### config.mk
export PLATFORM = sky130hd
export DESIGN_NAME = barcode_frame_rx
export DESIGN_NICKNAME = d
export VERILOG_FILES = /design/src/rtl/barcode_pkg.sv /design/src/rtl/ps2_byte_rx.sv /design/src/rtl/barcode_frame_rx.sv
export SDC_FILE = /design/constraint.sdc
export NUM_CORES = 1
export LEC_CHECK = 0
export CORE_MARGIN = 2
export CORE_UTILIZATION = 25
export DETAILED_ROUTE_END_ITERATION = 8
export GPL_ROUTABILITY_DRIVEN = 0
export PLACE_DENSITY_LB_ADDON = 0.12
export SLEW_MARGIN = 0
export SYNTH_ARGS = -nofsm -noshare
export SYNTH_HDL_FRONTEND = slang
export SYNTH_SLANG_ARGS = --single-unit
### constraint.sdc
create_clock -name clk -period 4.5 [get_ports clk]
set_input_delay 0.45 -clock clk [delete_from_list [all_inputs] [get_ports clk]]
set_output_delay 0.45 -clock clk [all_outputs]
set_load 0.05 [all_outputs]
### src/rtl/barcode_pkg.sv
// Shared constants for the barcode scanner receive path: PS/2 scancodes,
// the ASCII digit base and the byte receiver state encoding.
package barcode_pkg;

  localparam logic [7:0] SC_BRK   = 8'hF0;
  localparam logic [7:0] SC_EXT   = 8'hE0;
  localparam logic [7:0] SC_ENTER = 8'h5A;

  localparam logic [7:0] SC_D0 = 8'h45;
  localparam logic [7:0] SC_D1 = 8'h16;
  localparam logic [7:0] SC_D2 = 8'h1E;
  localparam logic [7:0] SC_D3 = 8'h26;
  localparam logic [7:0] SC_D4 = 8'h25;
  localparam logic [7:0] SC_D5 = 8'h2E;
  localparam logic [7:0] SC_D6 = 8'h36;
  localparam logic [7:0] SC_D7 = 8'h3D;
  localparam logic [7:0] SC_D8 = 8'h3E;
  localparam logic [7:0] SC_D9 = 8'h46;

  localparam logic [7:0] ASCII_0 = 8'h30;

  typedef enum logic [1:0] {
    RX_IDLE   = 2'd0,
    RX_DATA   = 2'd1,
    RX_PARITY = 2'd2,
    RX_STOP   = 2'd3
  } rx_state_e;

  // Returns {is_digit, ascii}; non-digit codes give 9'h000.
  function automatic logic [8:0] sc_to_ascii(input logic [7:0] sc);
    logic [8:0] r;
    r = 9'h000;
    case (sc)
      SC_D0:   r = {1'b1, ASCII_0};
      SC_D1:   r = {1'b1, ASCII_0 + 8'd1};
      SC_D2:   r = {1'b1, ASCII_0 + 8'd2};
      SC_D3:   r = {1'b1, ASCII_0 + 8'd3};
      SC_D4:   r = {1'b1, ASCII_0 + 8'd4};
      SC_D5:   r = {1'b1, ASCII_0 + 8'd5};
      SC_D6:   r = {1'b1, ASCII_0 + 8'd6};
      SC_D7:   r = {1'b1, ASCII_0 + 8'd7};
      SC_D8:   r = {1'b1, ASCII_0 + 8'd8};
      SC_D9:   r = {1'b1, ASCII_0 + 8'd9};
      default: r = 9'h000;
    endcase
    return r;
  endfunction

endpackage

### src/rtl/ps2_byte_rx.sv
// PS/2 device-to-host byte receiver: pin synchronizers, falling-edge strobe,
// start/data/parity/stop framing with an inter-edge timeout.
module ps2_byte_rx
  import barcode_pkg::*;
#(
  parameter int CLK_HZ     = 50_000_000,
  parameter int TIMEOUT_US = 2000
) (
  input  logic       clk,
  input  logic       rst_n,
  input  logic       ps2_clk,
  input  logic       ps2_data,
  output logic [7:0] rx_byte,
  output logic       byte_valid,
  output logic       rx_err
);

  localparam int TMO_CYC = CLK_HZ / 1_000_000 * TIMEOUT_US;
  localparam int TMO_W   = $clog2(TMO_CYC + 1);

  logic [1:0]       clk_sync_q, dat_sync_q;
  logic             clk_hist_q, fall_q, dat_q;
  rx_state_e        state_q, state_d;
  logic [2:0]       bitcnt_q, bitcnt_d;
  logic [7:0]       shift_q, shift_d;
  logic             par_ok_q, par_ok_d;
  logic [TMO_W-1:0] tmo_q, tmo_d;
  logic             byte_valid_q, byte_valid_d;
  logic             rx_err_q, rx_err_d;
  logic             tmo_hit;

  always_ff @(posedge clk or negedge rst_n) begin
    if (!rst_n) begin
      clk_sync_q   <= '0;
      dat_sync_q   <= '0;
      clk_hist_q   <= 1'b0;
      fall_q       <= 1'b0;
      dat_q        <= 1'b0;
      state_q      <= RX_IDLE;
      bitcnt_q     <= '0;
      shift_q      <= '0;
      par_ok_q     <= 1'b0;
      tmo_q        <= '0;
      byte_valid_q <= 1'b0;
      rx_err_q     <= 1'b0;
    end else begin
      clk_sync_q   <= {clk_sync_q[0], ps2_clk};
      dat_sync_q   <= {dat_sync_q[0], ps2_data};
      clk_hist_q   <= clk_sync_q[1];
      // Strobe is registered so data (dat_q) lines up with it in the same cycle.
      fall_q       <= clk_hist_q & ~clk_sync_q[1];
      dat_q        <= dat_sync_q[1];
      state_q      <= state_d;
      bitcnt_q     <= bitcnt_d;
      shift_q      <= shift_d;
      par_ok_q     <= par_ok_d;
      tmo_q        <= tmo_d;
      byte_valid_q <= byte_valid_d;
      rx_err_q     <= rx_err_d;
    end
  end

  always_comb begin
    state_d      = state_q;
    bitcnt_d     = bitcnt_q;
    shift_d      = shift_q;
    par_ok_d     = par_ok_q;
    tmo_d        = '0;
    byte_valid_d = 1'b0;
    rx_err_d     = 1'b0;
    tmo_hit      = (state_q != RX_IDLE) && !fall_q && (tmo_q == TMO_W'(TMO_CYC - 1));

    if (state_q != RX_IDLE && !fall_q) tmo_d = tmo_q + 1'b1;

    if (tmo_hit) begin
      state_d  = RX_IDLE;
      rx_err_d = 1'b1;
      tmo_d    = '0;
    end else if (fall_q) begin
      case (state_q)
        RX_IDLE: begin
          if (!dat_q) begin
            state_d  = RX_DATA;
            bitcnt_d = '0;
          end
        end
        RX_DATA: begin
          shift_d  = {dat_q, shift_q[7:1]};
          bitcnt_d = bitcnt_q + 3'd1;
          if (bitcnt_q == 3'd7) state_d = RX_PARITY;
        end
        RX_PARITY: begin
          par_ok_d = ^{shift_q, dat_q};
          state_d  = RX_STOP;
        end
        RX_STOP: begin
          if (dat_q && par_ok_q) byte_valid_d = 1'b1;
          else                   rx_err_d     = 1'b1;
          state_d = RX_IDLE;
        end
        default: state_d = RX_IDLE;
      endcase
    end
  end

  assign rx_byte    = shift_q;
  assign byte_valid = byte_valid_q;
  assign rx_err     = rx_err_q;

endmodule

### src/rtl/barcode_frame_rx.sv
// Barcode scanner frame receiver: decodes PS/2 scancodes into ASCII digits and
// publishes a complete NCHAR-digit code on Enter, holding it until the next good one.
module barcode_frame_rx
  import barcode_pkg::*;
#(
  parameter int CLK_HZ     = 50_000_000,
  parameter int TIMEOUT_US = 2000,
  parameter int NCHAR      = 13
) (
  input  logic               clk,
  input  logic               rst_n,
  input  logic               ps2_clk,
  input  logic               ps2_data,
  input  logic               scan_en,
  output logic [8*NCHAR-1:0] frame_data,
  output logic               frame_valid,
  output logic               frame_err,
  output logic               rx_err,
  output logic [3:0]         char_cnt
);

  localparam logic [3:0] CNT_FULL = 4'(NCHAR);

  logic [7:0]         rx_byte;
  logic               byte_valid;
  logic [8:0]         dig;

  logic               brk_q, brk_d;
  logic               ext_q, ext_d;
  logic               ovf_q, ovf_d;
  logic [3:0]         cnt_q, cnt_d;
  logic [8*NCHAR-1:0] work_q, work_d;
  logic [8*NCHAR-1:0] frame_data_q, frame_data_d;
  logic               frame_valid_q, frame_valid_d;
  logic               frame_err_q, frame_err_d;

  ps2_byte_rx #(
    .CLK_HZ    (CLK_HZ),
    .TIMEOUT_US(TIMEOUT_US)
  ) u_rx (
    .clk       (clk),
    .rst_n     (rst_n),
    .ps2_clk   (ps2_clk),
    .ps2_data  (ps2_data),
    .rx_byte   (rx_byte),
    .byte_valid(byte_valid),
    .rx_err    (rx_err)
  );

  always_ff @(posedge clk or negedge rst_n) begin
    if (!rst_n) begin
      brk_q         <= 1'b0;
      ext_q         <= 1'b0;
      ovf_q         <= 1'b0;
      cnt_q         <= '0;
      work_q        <= '0;
      frame_data_q  <= '0;
      frame_valid_q <= 1'b0;
      frame_err_q   <= 1'b0;
    end else begin
      brk_q         <= brk_d;
      ext_q         <= ext_d;
      ovf_q         <= ovf_d;
      cnt_q         <= cnt_d;
      work_q        <= work_d;
      frame_data_q  <= frame_data_d;
      frame_valid_q <= frame_valid_d;
      frame_err_q   <= frame_err_d;
    end
  end

  always_comb begin
    brk_d         = brk_q;
    ext_d         = ext_q;
    ovf_d         = ovf_q;
    cnt_d         = cnt_q;
    work_d        = work_q;
    frame_data_d  = frame_data_q;
    frame_valid_d = 1'b0;
    frame_err_d   = 1'b0;
    dig           = sc_to_ascii(rx_byte);

    if (!scan_en) begin
      brk_d  = 1'b0;
      ext_d  = 1'b0;
      ovf_d  = 1'b0;
      cnt_d  = '0;
      work_d = '0;
    end else if (byte_valid) begin
      // Any byte consumes a pending E0 prefix; only a fresh E0 re-arms it.
      ext_d = 1'b0;
      if (brk_q) begin
        brk_d = 1'b0;
      end else if (rx_byte == SC_BRK) begin
        brk_d = 1'b1;
      end else if (rx_byte == SC_EXT) begin
        ext_d = 1'b1;
      end else if (rx_byte == SC_ENTER) begin
        if (cnt_q != 4'd0) begin
          if (cnt_q == CNT_FULL && !ovf_q) begin
            frame_data_d  = work_q;
            frame_valid_d = 1'b1;
          end else begin
            frame_err_d = 1'b1;
          end
          work_d = '0;
          cnt_d  = '0;
          ovf_d  = 1'b0;
        end
      end else if (dig[8]) begin
        if (cnt_q < CNT_FULL) begin
          work_d = {work_q[8*NCHAR-9:0], dig[7:0]};
          cnt_d  = cnt_q + 4'd1;
        end else begin
          ovf_d = 1'b1;
        end
      end
    end
  end

  assign frame_data  = frame_data_q;
  assign frame_valid = frame_valid_q;
  assign frame_err   = frame_err_q;
  assign char_cnt    = cnt_q;

endmodule

==> results by stage, run 1 <==
Clocking:
- The number of buffers created by CTS is 17.
- The clock sink total is about 180.
- Counting along the longest clock path gives a buffer depth of 2.
- The H-tree generated during clock tree synthesis spans 4 levels.
- Clock-pin slew was measured on the worst setup and hold paths at ~0.080 ns.
- At the later pin of the worst-skew pair, clock insertion delay measures 0.42 ns.
- The tree is rooted in a sky130_fd_sc_hd__clkbuf_16.
- The post-cts repair resize count is 0.
- The number of setup buffers added after CTS is 0.
- The cts-stage hold buffer count is 0.
- The clock tree from TritonCTS is done.

Drt:
- The routed wire length is approximately 16,000 um.
- The number of remaining DRC errors is 0.
- The violation count after the first detailed-route iteration is between 300 and 400.
- The count of antenna-violating nets left after detailed routing is 0.
- After detailed routing, the number of vias per cell comes to 4.37.
- The final route contains between 4,000 and 5,000 vias.
- The number of detailed-routing iterations run before antenna repair is 4.
- After detailed routing, the average wire length per cell comes to 14.9 um.

Logic synthesis:
- Sequential cells were found to cover around 58% of the synthesized design area.
- Counting flops with a built-in enable in the synthesized netlist gives 0.
- The number of warnings printed during yosys synthesis is 0.
- Synthesis handed over a netlist of just under 600 instances.
- In the post-synthesis netlist, the cell with the most instances is sky130_fd_sc_hd__dfrtp_1.
- Sorting the synthesized cells by how often they occur yields 178 x sky130_fd_sc_hd__dfrtp_1, 68 x sky130_fd_sc_hd__a22o_1, 65 x sky130_fd_sc_hd__mux2_1, 41 x sky130_fd_sc_hd__buf_4, 29 x sky130_fd_sc_hd__nor2_1.
- The average instance area after synthesis is between 10 and 15 um^2.
- Ranked by total cell area, the synthesized netlist is headed by sky130_fd_sc_hd__dfrtp_1 58%, sky130_fd_sc_hd__mux2_1 9.5%, sky130_fd_sc_hd__a22o_1 7.7%, sky130_fd_sc_hd__buf_4 4.0%, sky130_fd_sc_hd__buf_6 2.3%.
- The most area-hungry cell type in the Yosys netlist is sky130_fd_sc_hd__dfrtp_1.
- The share of synthesized flip-flops with an asynchronous set or reset is 100%.
- After synthesis, the largest area contributor takes up between 50 and 60% of total cell area.
- The number of synthesized register bits is between 150 and 200.
- The number of distinct library cells after synthesis is 55.
- The most instantiated flip-flop cell in the synthesis netlist is sky130_fd_sc_hd__dfrtp_1.
- The post-synthesis cell area is just under 0.008 mm^2.

Die:
- The die is around 180 um tall.
- During I/O placement, the number of pins put on the boundary was ~120.
- In this run the core area contains 64 standard-cell rows.
- The initial utilization of the core area, before any placement, comes to between 20% and 30%.
- The horizontal extent of the die is around 180 um.
- The die outline area is 0.0323 mm^2.
- The floorplan core area is ~0.031 mm^2.

Worst setup path:
- The longest individual stage delay on the worst path is between 1 and 1.5 ns.
- The slowest cell on the critical path is sky130_fd_sc_hd__and2_2.
- The launching element type of the critical path is a flop.
- The critical path is of the reg -> reg type.
- The required time at the worst-slack endpoint is slightly below 5 ns.
- Along the worst path, the maximum fanout reaches 63.
- Data on the critical path arrives at its endpoint at 3.40 ns.
- Traced cell by cell, the critical path runs through or4b_1 > a31o_1 > o211ai_2 > and2_2 > mux2_2.
- The category of the worst setup path capture point is a flop.
- Measured in cells, the most critical reg-to-reg path has a length of 5.
- The setup slack of the most critical reg-to-reg path is 1.45 ns.

Power:
- In this run switching power makes up between 20% and 30% of total power.
- The internal portion of the total power is roughly 2.6 mW.
- The power share of the clock group is between 30% and 40%.
- The maximum ir drop on the vdd rail is around 0.20 mV.
- The power per unit of standard cell area is 396 mW/mm^2.
- In this run the power spent charging and discharging nets is between 1 and 1.5 mW.
- The part of the power in registers is between 40% and 50%.
- Of the total power, combinational logic draws 12.6%.
- Summing internal, switching and leakage power gives 3.67 mW.
- For this design the static power due to leakage is 4.29 nW.

STA:
- The minimum clock period after layout is around 3 ns.
- The worst pin sits at a relative slew slack of a little under an eighth.
- For the final database, setup skew stands at between 0.01 and 0.015 ns.
- Static timing analysis puts the maximum clock frequency at roughly 0.33 GHz.
- At the pin with the least slew margin, the transition time is approximately 1.3 ns.
- The smallest hold slack is 0.160 ns.
- Of the available clock period, the critical path in the final layout requires about two thirds.
- The total negative setup slack is 0 ns.
- Setup repair after global routing left no endpoint under its margin.
- The number of hold violations in the final report is 0.
- The max-slew violation count came to 0.
- The total of endpoints with negative setup slack in the final report is 0.

Cells and area:
- The proportion of layout cells with a drive suffix above 1 is 8.14%.
- Registers take 0.00445 mm^2.
- The multi-input combinational cells in the finished layout cover a total of approximately 0.0028 mm^2.
- The repair_antennas step left the layout with diodes totalling 0.
- Fill cells in the final layout number about 3,100.
- At the end of the flow, the number of nets in the layout was between 600 and 700.
- Once layout is complete, the utilization of the core stands at a little under a third.
- The layout overhead on the synthesized area is 19.9%.

Placed design:
- The HPWL after detailed placement is 10,100 um.
- The count of port buffers added during placement is 89.

Worst hold path:
- The min-delay analysis places its worst path in the category in -> async.

Global routing:
- The via count of the first global-routing pass is 4,624.
- The initial antenna violation count came to 0.
- The largest net degree at the start of global routing is approximately 120.
- For this run, the total global-route usage over all layers was measured as 10.1%.
- The first global-routing pass estimated approximately 27,000 um of wire.
- After global routing the overflow that remains totals 0.

Run status:
- The flow ran to the end, and the final reports show no timing, DRC or antenna violations.

Flow run:
- The tool flagged a number of max-cap violations equal to 0.
-- cell usage in the layout, fill, tap and decap left out, types with 2 or more instances in the layout --
cell,Yosys,routed
sky130_fd_sc_hd__conb_1,1,26
sky130_fd_sc_hd__nand3b_1,2,2
sky130_fd_sc_hd__nor2_1,29,29
sky130_fd_sc_hd__and4_1,2,2
sky130_fd_sc_hd__mux2_2,9,9
sky130_fd_sc_hd__nor2b_1,6,6
sky130_fd_sc_hd__a31oi_1,5,5
sky130_fd_sc_hd__ha_1,10,10
sky130_fd_sc_hd__a211oi_1,3,3
sky130_fd_sc_hd__clkinvlp_4,0,3
sky130_fd_sc_hd__xnor2_1,15,15
sky130_fd_sc_hd__nand3_1,12,12
sky130_fd_sc_hd__clkinv_8,0,2
sky130_fd_sc_hd__clkdlybuf4s50_1,0,88
sky130_fd_sc_hd__inv_6,0,4
sky130_fd_sc_hd__nand2b_1,3,3
sky130_fd_sc_hd__nor3_1,5,5
sky130_fd_sc_hd__xor2_1,8,8
sky130_fd_sc_hd__mux2i_1,2,2
sky130_fd_sc_hd__nor4bb_1,4,4
sky130_fd_sc_hd__mux2_1,65,65
sky130_fd_sc_hd__nand4bb_1,3,3
sky130_fd_sc_hd__clkinv_4,0,2
sky130_fd_sc_hd__nor3b_1,2,2
sky130_fd_sc_hd__a22o_1,68,68
sky130_fd_sc_hd__a22oi_1,2,2
sky130_fd_sc_hd__a21oi_1,5,5
sky130_fd_sc_hd__or4b_1,3,3
sky130_fd_sc_hd__and3_1,9,9
sky130_fd_sc_hd__nand2_1,23,23
sky130_fd_sc_hd__buf_4,41,3
sky130_fd_sc_hd__dfrtp_1,178,178
sky130_fd_sc_hd__nand4b_1,2,2
sky130_fd_sc_hd__o21ai_0,9,9
sky130_fd_sc_hd__nand4_1,2,2
sky130_fd_sc_hd__clkbuf_16,0,17
sky130_fd_sc_hd__o211ai_2,2,2
sky130_fd_sc_hd__inv_1,6,6
sky130_fd_sc_hd__inv_8,0,3
-- cell type report --
| class | instances | area share (%) |
|---|---|---|
| clock buffers | 17 | 4.59 |
| clock inverters | 15 | 1.58 |
| inverters | 6 | 0.243 |
| multi-input cells | 355 | 30.3 |
| flip-flops and latches | 178 | 48.1 |
| well taps | 396 | 5.35 |
| repair buffers | 92 | 9.90 |
-- power groups by stage --
stage          Clock (mW)  Sequential, mW  Combinational, mW
2_1_floorplan           0            1.73              0.456
3_3_place_gp            0            1.80              0.458
3_5_place_dp            0            1.81              0.470
4_1_cts              1.49            1.77              0.471
5_1_grt              1.56            1.79              0.522
6_report             1.43            1.78              0.462
-- through the flow --
step | instance area, um^2 | setup slack (ns) | std cells
6_report | 9260 | 1.45 | 1059
5_1_grt | 9260 | 1.24 | 1059
4_1_cts | 9260 | 1.46 | 1059
3_5_place_dp | 8690 | 1.47 | 1027
3_3_place_gp | 8690 | 1.51 | 1027
2_1_floorplan | 7820 | 2.17 | 611
-- critical path: cells and delay by family (launching register included) --
family / cells / cell delay, ns
and+or+nand+nor: 2 / 1.71
DFF: 1 / 0.58
AOI/OAI and AO/OA: 2 / 0.37
muxes: 1 / 0.32
-- per-layer routing --
metal	share of wire, %	global-route usage [%]
met1	49	14.4
met2	46	15.2
met3	3.4	2.39
met4	0.81	3.32
met5	0	0
-- worst paths after layout --
path                                          from                  to
worst max-delay path               u_rx.rx_byte[3]         char_cnt[0]
worst min-delay path                         rst_n      frame_data[81]
worst max register to register     u_rx.rx_byte[3]         char_cnt[0]
worst min register to register  u_rx.clk_sync_q[0]  u_rx.clk_sync_q[1]
max in group asynchronous                    rst_n      frame_data[49]
min in group clk                u_rx.clk_sync_q[0]  u_rx.clk_sync_q[1]
-- logic make-up after synthesis --
logic type | count (synthesis) | share of synthesized area, %
xor gates and xnor gates | 23 | 2.61
and+or+nand+nor | 117 | 8.77
adders and majority gates | 10 | 1.62
muxes | 76 | 11.0
DFF | 178 | 57.6
other | 1 | 0.0485
buffers and inverters | 78 | 7.45
AOI/OAI and AO/OA | 103 | 10.8
-- sequential cells by signal, indices dropped and copies added, names as in the netlist, 2 cells and up --
| register | cells |
|---|---|
| char_cnt | 4 |
| frame_data | 65 |
| u_rx.bitcnt_q | 3 |
| u_rx.clk_sync_q | 2 |
| u_rx.dat_sync_q | 2 |
| u_rx.rx_byte | 8 |
| u_rx.state_q | 2 |
| u_rx.tmo_q | 17 |
| work_q | 65 |
(Power assumes the default switching activity.)
==> inputs of run 2 (changes only) <==
Clock period 4.5 ns to 3.1 ns, I/O delays scaled along.
==> run 2 against run 1 <==
Die area is the same. Cell area grew 1.0%. Global-route usage grew 0.29 points. Hold slack lost 0.19 ns. First-iteration DRC count shrank 24%. The flow now finishes with violations (negative hold slack).
==> results by stage, run 2 (synthesized netlist as in run 1, its figures left out) <==
Power:
- The overall power after layout was 5.38 mW (was 3.67 mW).
- The power per unit of standard cell area came to 575 mW/mm^2 (was 396 mW/mm^2).
- The leakage power summed over all cells is 4.33 nW (was 4.29 nW).
- The maximum ir drop on the vdd rail is 0.284 mV (was 0.196 mV).

Drt:
- The number of vias after detailed routing is 4,676 (was 4,633).
- The detailed-route wire length per cell came to 15.2 um (was 14.9 um).
- The number of vias per cell after detailed routing is 4.40 (was 4.37).
- The routed wire length is 16,200 um (was 15,700 um).
- The violation count after the first detailed-route iteration is 277 (was 364).
- The number of detailed-routing iterations run before antenna repair was 4 (unchanged).
- The count of antenna-violating nets left after detailed routing came to 0 (unchanged).
- The number of remaining DRC errors is 0 (unchanged).

STA:
- The number of hold violations in the final report came to 13 (was 0).
- The relative slew slack is 44.3% (was 11.7%).
- The post-route clock period utilization is 79.6% (was 67.7%).
- The total negative setup slack came to 0 ns (unchanged).
- The slew at the pin closest to its max-slew limit came to 0.835 ns (was 1.32 ns).
- The max-slew violation count is 0 (unchanged).
- Unrepaired setup endpoints after global routing: false (unchanged).
- The maximum clock skew at final layout is 0.0142 ns (was 0.0130 ns).
- The setup slack of the critical path after layout came to 0.631 ns (was 1.45 ns).
- The maximum frequency from static timing analysis was 0.405 GHz (was 0.328 GHz).
- The smallest hold slack was -0.0305 ns (was 0.160 ns).
- The minimum clock period after layout is 2.47 ns (was 3.05 ns).
- The total of endpoints with negative setup slack in the final report is 0 (unchanged).

Clocking:
- The number of buffers created by CTS is 17 (unchanged).
- The clock edge transition at the registers on the reported setup and hold paths is 0.07 ns (was 0.08 ns).
- The H-tree depth reported by CTS is 4 (unchanged).
- The number of setup buffers added after CTS is 0 (unchanged).
- The clock tree from TritonCTS is done (unchanged).
- The clock sink total was 178 (unchanged).
- The cts-stage hold buffer count is 0 (unchanged).
- The number of buffers on the longest clock path was 2 (unchanged).
- The clock latency reported for the late side of the worst-skew pair was 0.43 ns (was 0.42 ns).
- The post-cts repair resize count came to 0 (unchanged).
- The CTS root buffer was sky130_fd_sc_hd__clkbuf_16 (unchanged).

Global routing:
- The initial antenna violation count is 0 (unchanged).
- The via count of the first global-routing pass is 4,756 (was 4,624).
- The routing usage on met1 came to 14.9% (was 14.4%).
- The routing usage on met3 came to 2.33% (was 2.39%).
- The wire length of the first global-routing pass is 27,300 um (was 26,500 um).
- The routing layer with the top usage in global route is met2 (unchanged).
- The largest net degree at the start of global routing came to 99 (was 123).
- The global-route met2 utilization is 15.7% (was 15.2%).
- The combined global-route utilization of all metal layers is 10.4% (was 10.1%).
- The aggregate global routing overflow is 0 (unchanged).

Worst setup path:
- Series of cell instances along the critical path: or4b_1 > a31o_1 > o211ai_2 > and2_2 > buf_4 > a22o_1 (was or4b_1 > a31o_1 > o211ai_2 > and2_2 > mux2_2).
- The category of the worst setup path capture point is a flop (unchanged).
- The launching element type of the critical path is a flop (unchanged).
- The critical path startpoint is u_rx.rx_byte[3] (unchanged).
- The worst reg-to-reg path cell count came to 6 (was 5).
- The end of the worst register-to-register path was work_q[13] (was char_cnt[0]).
- The slowest cell on the critical path is sky130_fd_sc_hd__or4b_1 (was sky130_fd_sc_hd__and2_2).
- The kind of cell with the highest combined delay on the critical path is simple AND/OR/NAND/NOR gates (unchanged).
- The type of the worst setup path is reg -> reg (unchanged).
- The critical register-to-register path startpoint is u_rx.rx_byte[3] (unchanged).
- The count of buffer and inverter cells on the critical path is 1 (was 0).
- The endpoint arrival time on the critical path came to 2.83 ns (was 3.40 ns).
- The longest individual stage delay on the worst path is 0.61 ns (was 1.09 ns).
- The largest fanout on the critical path was 16 (was 63).
- The required time at the worst-slack endpoint is 3.46 ns (was 4.86 ns).
- The setup slack of the most critical reg-to-reg path is 0.63 ns (was 1.45 ns).

Cells and area:
- Commonest cells after routing, fill and taps aside: 178 x sky130_fd_sc_hd__dfrtp_1, 88 x sky130_fd_sc_hd__clkdlybuf4s50_1, 68 x sky130_fd_sc_hd__a22o_1 (unchanged).
- The number of inserted diodes is 0 (unchanged).
- The proportion of layout cells with a drive suffix above 1 is 8.56% (was 8.14%).
- The utilization of the core after routing is 30.7% (was 30.4%).
- The net count of the finished layout is 668 (was 665).
- The layout overhead on the synthesized area is 21.1% (was 19.9%).
- The leading cell type in the layout, fill and taps excluded is sky130_fd_sc_hd__dfrtp_1 (unchanged).

Worst hold path:
- The type of the worst min-delay path is in -> async (unchanged).

Die:
- The starting utilization of the core area is 25.3% (unchanged).
- The horizontal extent of the die is 180 um (unchanged).
- The floorplan core area is 0.0305 mm^2 (unchanged).
- The vertical die dimension is 180 um (unchanged).
- The I/O pin count is 116 (unchanged).
- The number of placement rows is 64 (unchanged).
- The die outline area is 0.0323 mm^2 (unchanged).

Placed design:
- The post-placement worst setup slack came to 0.618 ns (was 1.47 ns).
- The detailed placement HPWL is 10,600 um (was 10,100 um).
- The count of port buffers added during placement is 89 (unchanged).

Run status:
- Outcome: finished with violations (was completed).
- The checks that failed: negative hold slack.

Flow run:
- The max-cap violation count was 0 (unchanged).
## run 2: layout make-up
| cell class | count | area, um^2 |
|---|---|---|
| multi-input cells | 355 | 2800 |
| clock inverters | 14 | 144 |
| inverters | 6 | 22.5 |
| repair buffers | 95 | 1000 |
| flip-flops and latches | 178 | 4450 |
| clock buffers | 18 | 439 |
| well taps | 396 | 495 |
| fillers | 3044 | 21100 |
## run 2: metal layers
metal  wire (um)  up-vias
li1            -     2185
met1        8150     2390
met2        7240       90
met3         592       11
met4         179        0
met5           0        -
## run 2: per-stage QoR
step | cell area [um^2] | std cells
2_1_floorplan | 7820 | 611
3_3_place_gp | 8780 | 1030
3_5_place_dp | 8780 | 1030
4_1_cts | 9360 | 1062
5_1_grt | 9360 | 1062
6_report | 9360 | 1062
## run 2: how the worst max path moves through the flow
stage | cells past startpoint | endpoint | slack (ns)
floorplan | 8 | char_cnt[1] | 0.77
global placement | 6 | work_q[100] | 0.72
detailed placement | 6 | work_q[13] | 0.62
CTS | 6 | work_q[13] | 0.60
global route | 6 | work_q[43] | 0.42
finish | 6 | work_q[13] | 0.63
## run 2: power breakdown
part	internal (mW)	total, mW	switching (mW)
registers	2.41	2.59	0.178
logic	0.289	0.673	0.384
clock network	1.10	2.12	1.03
total	3.79	5.38	1.59
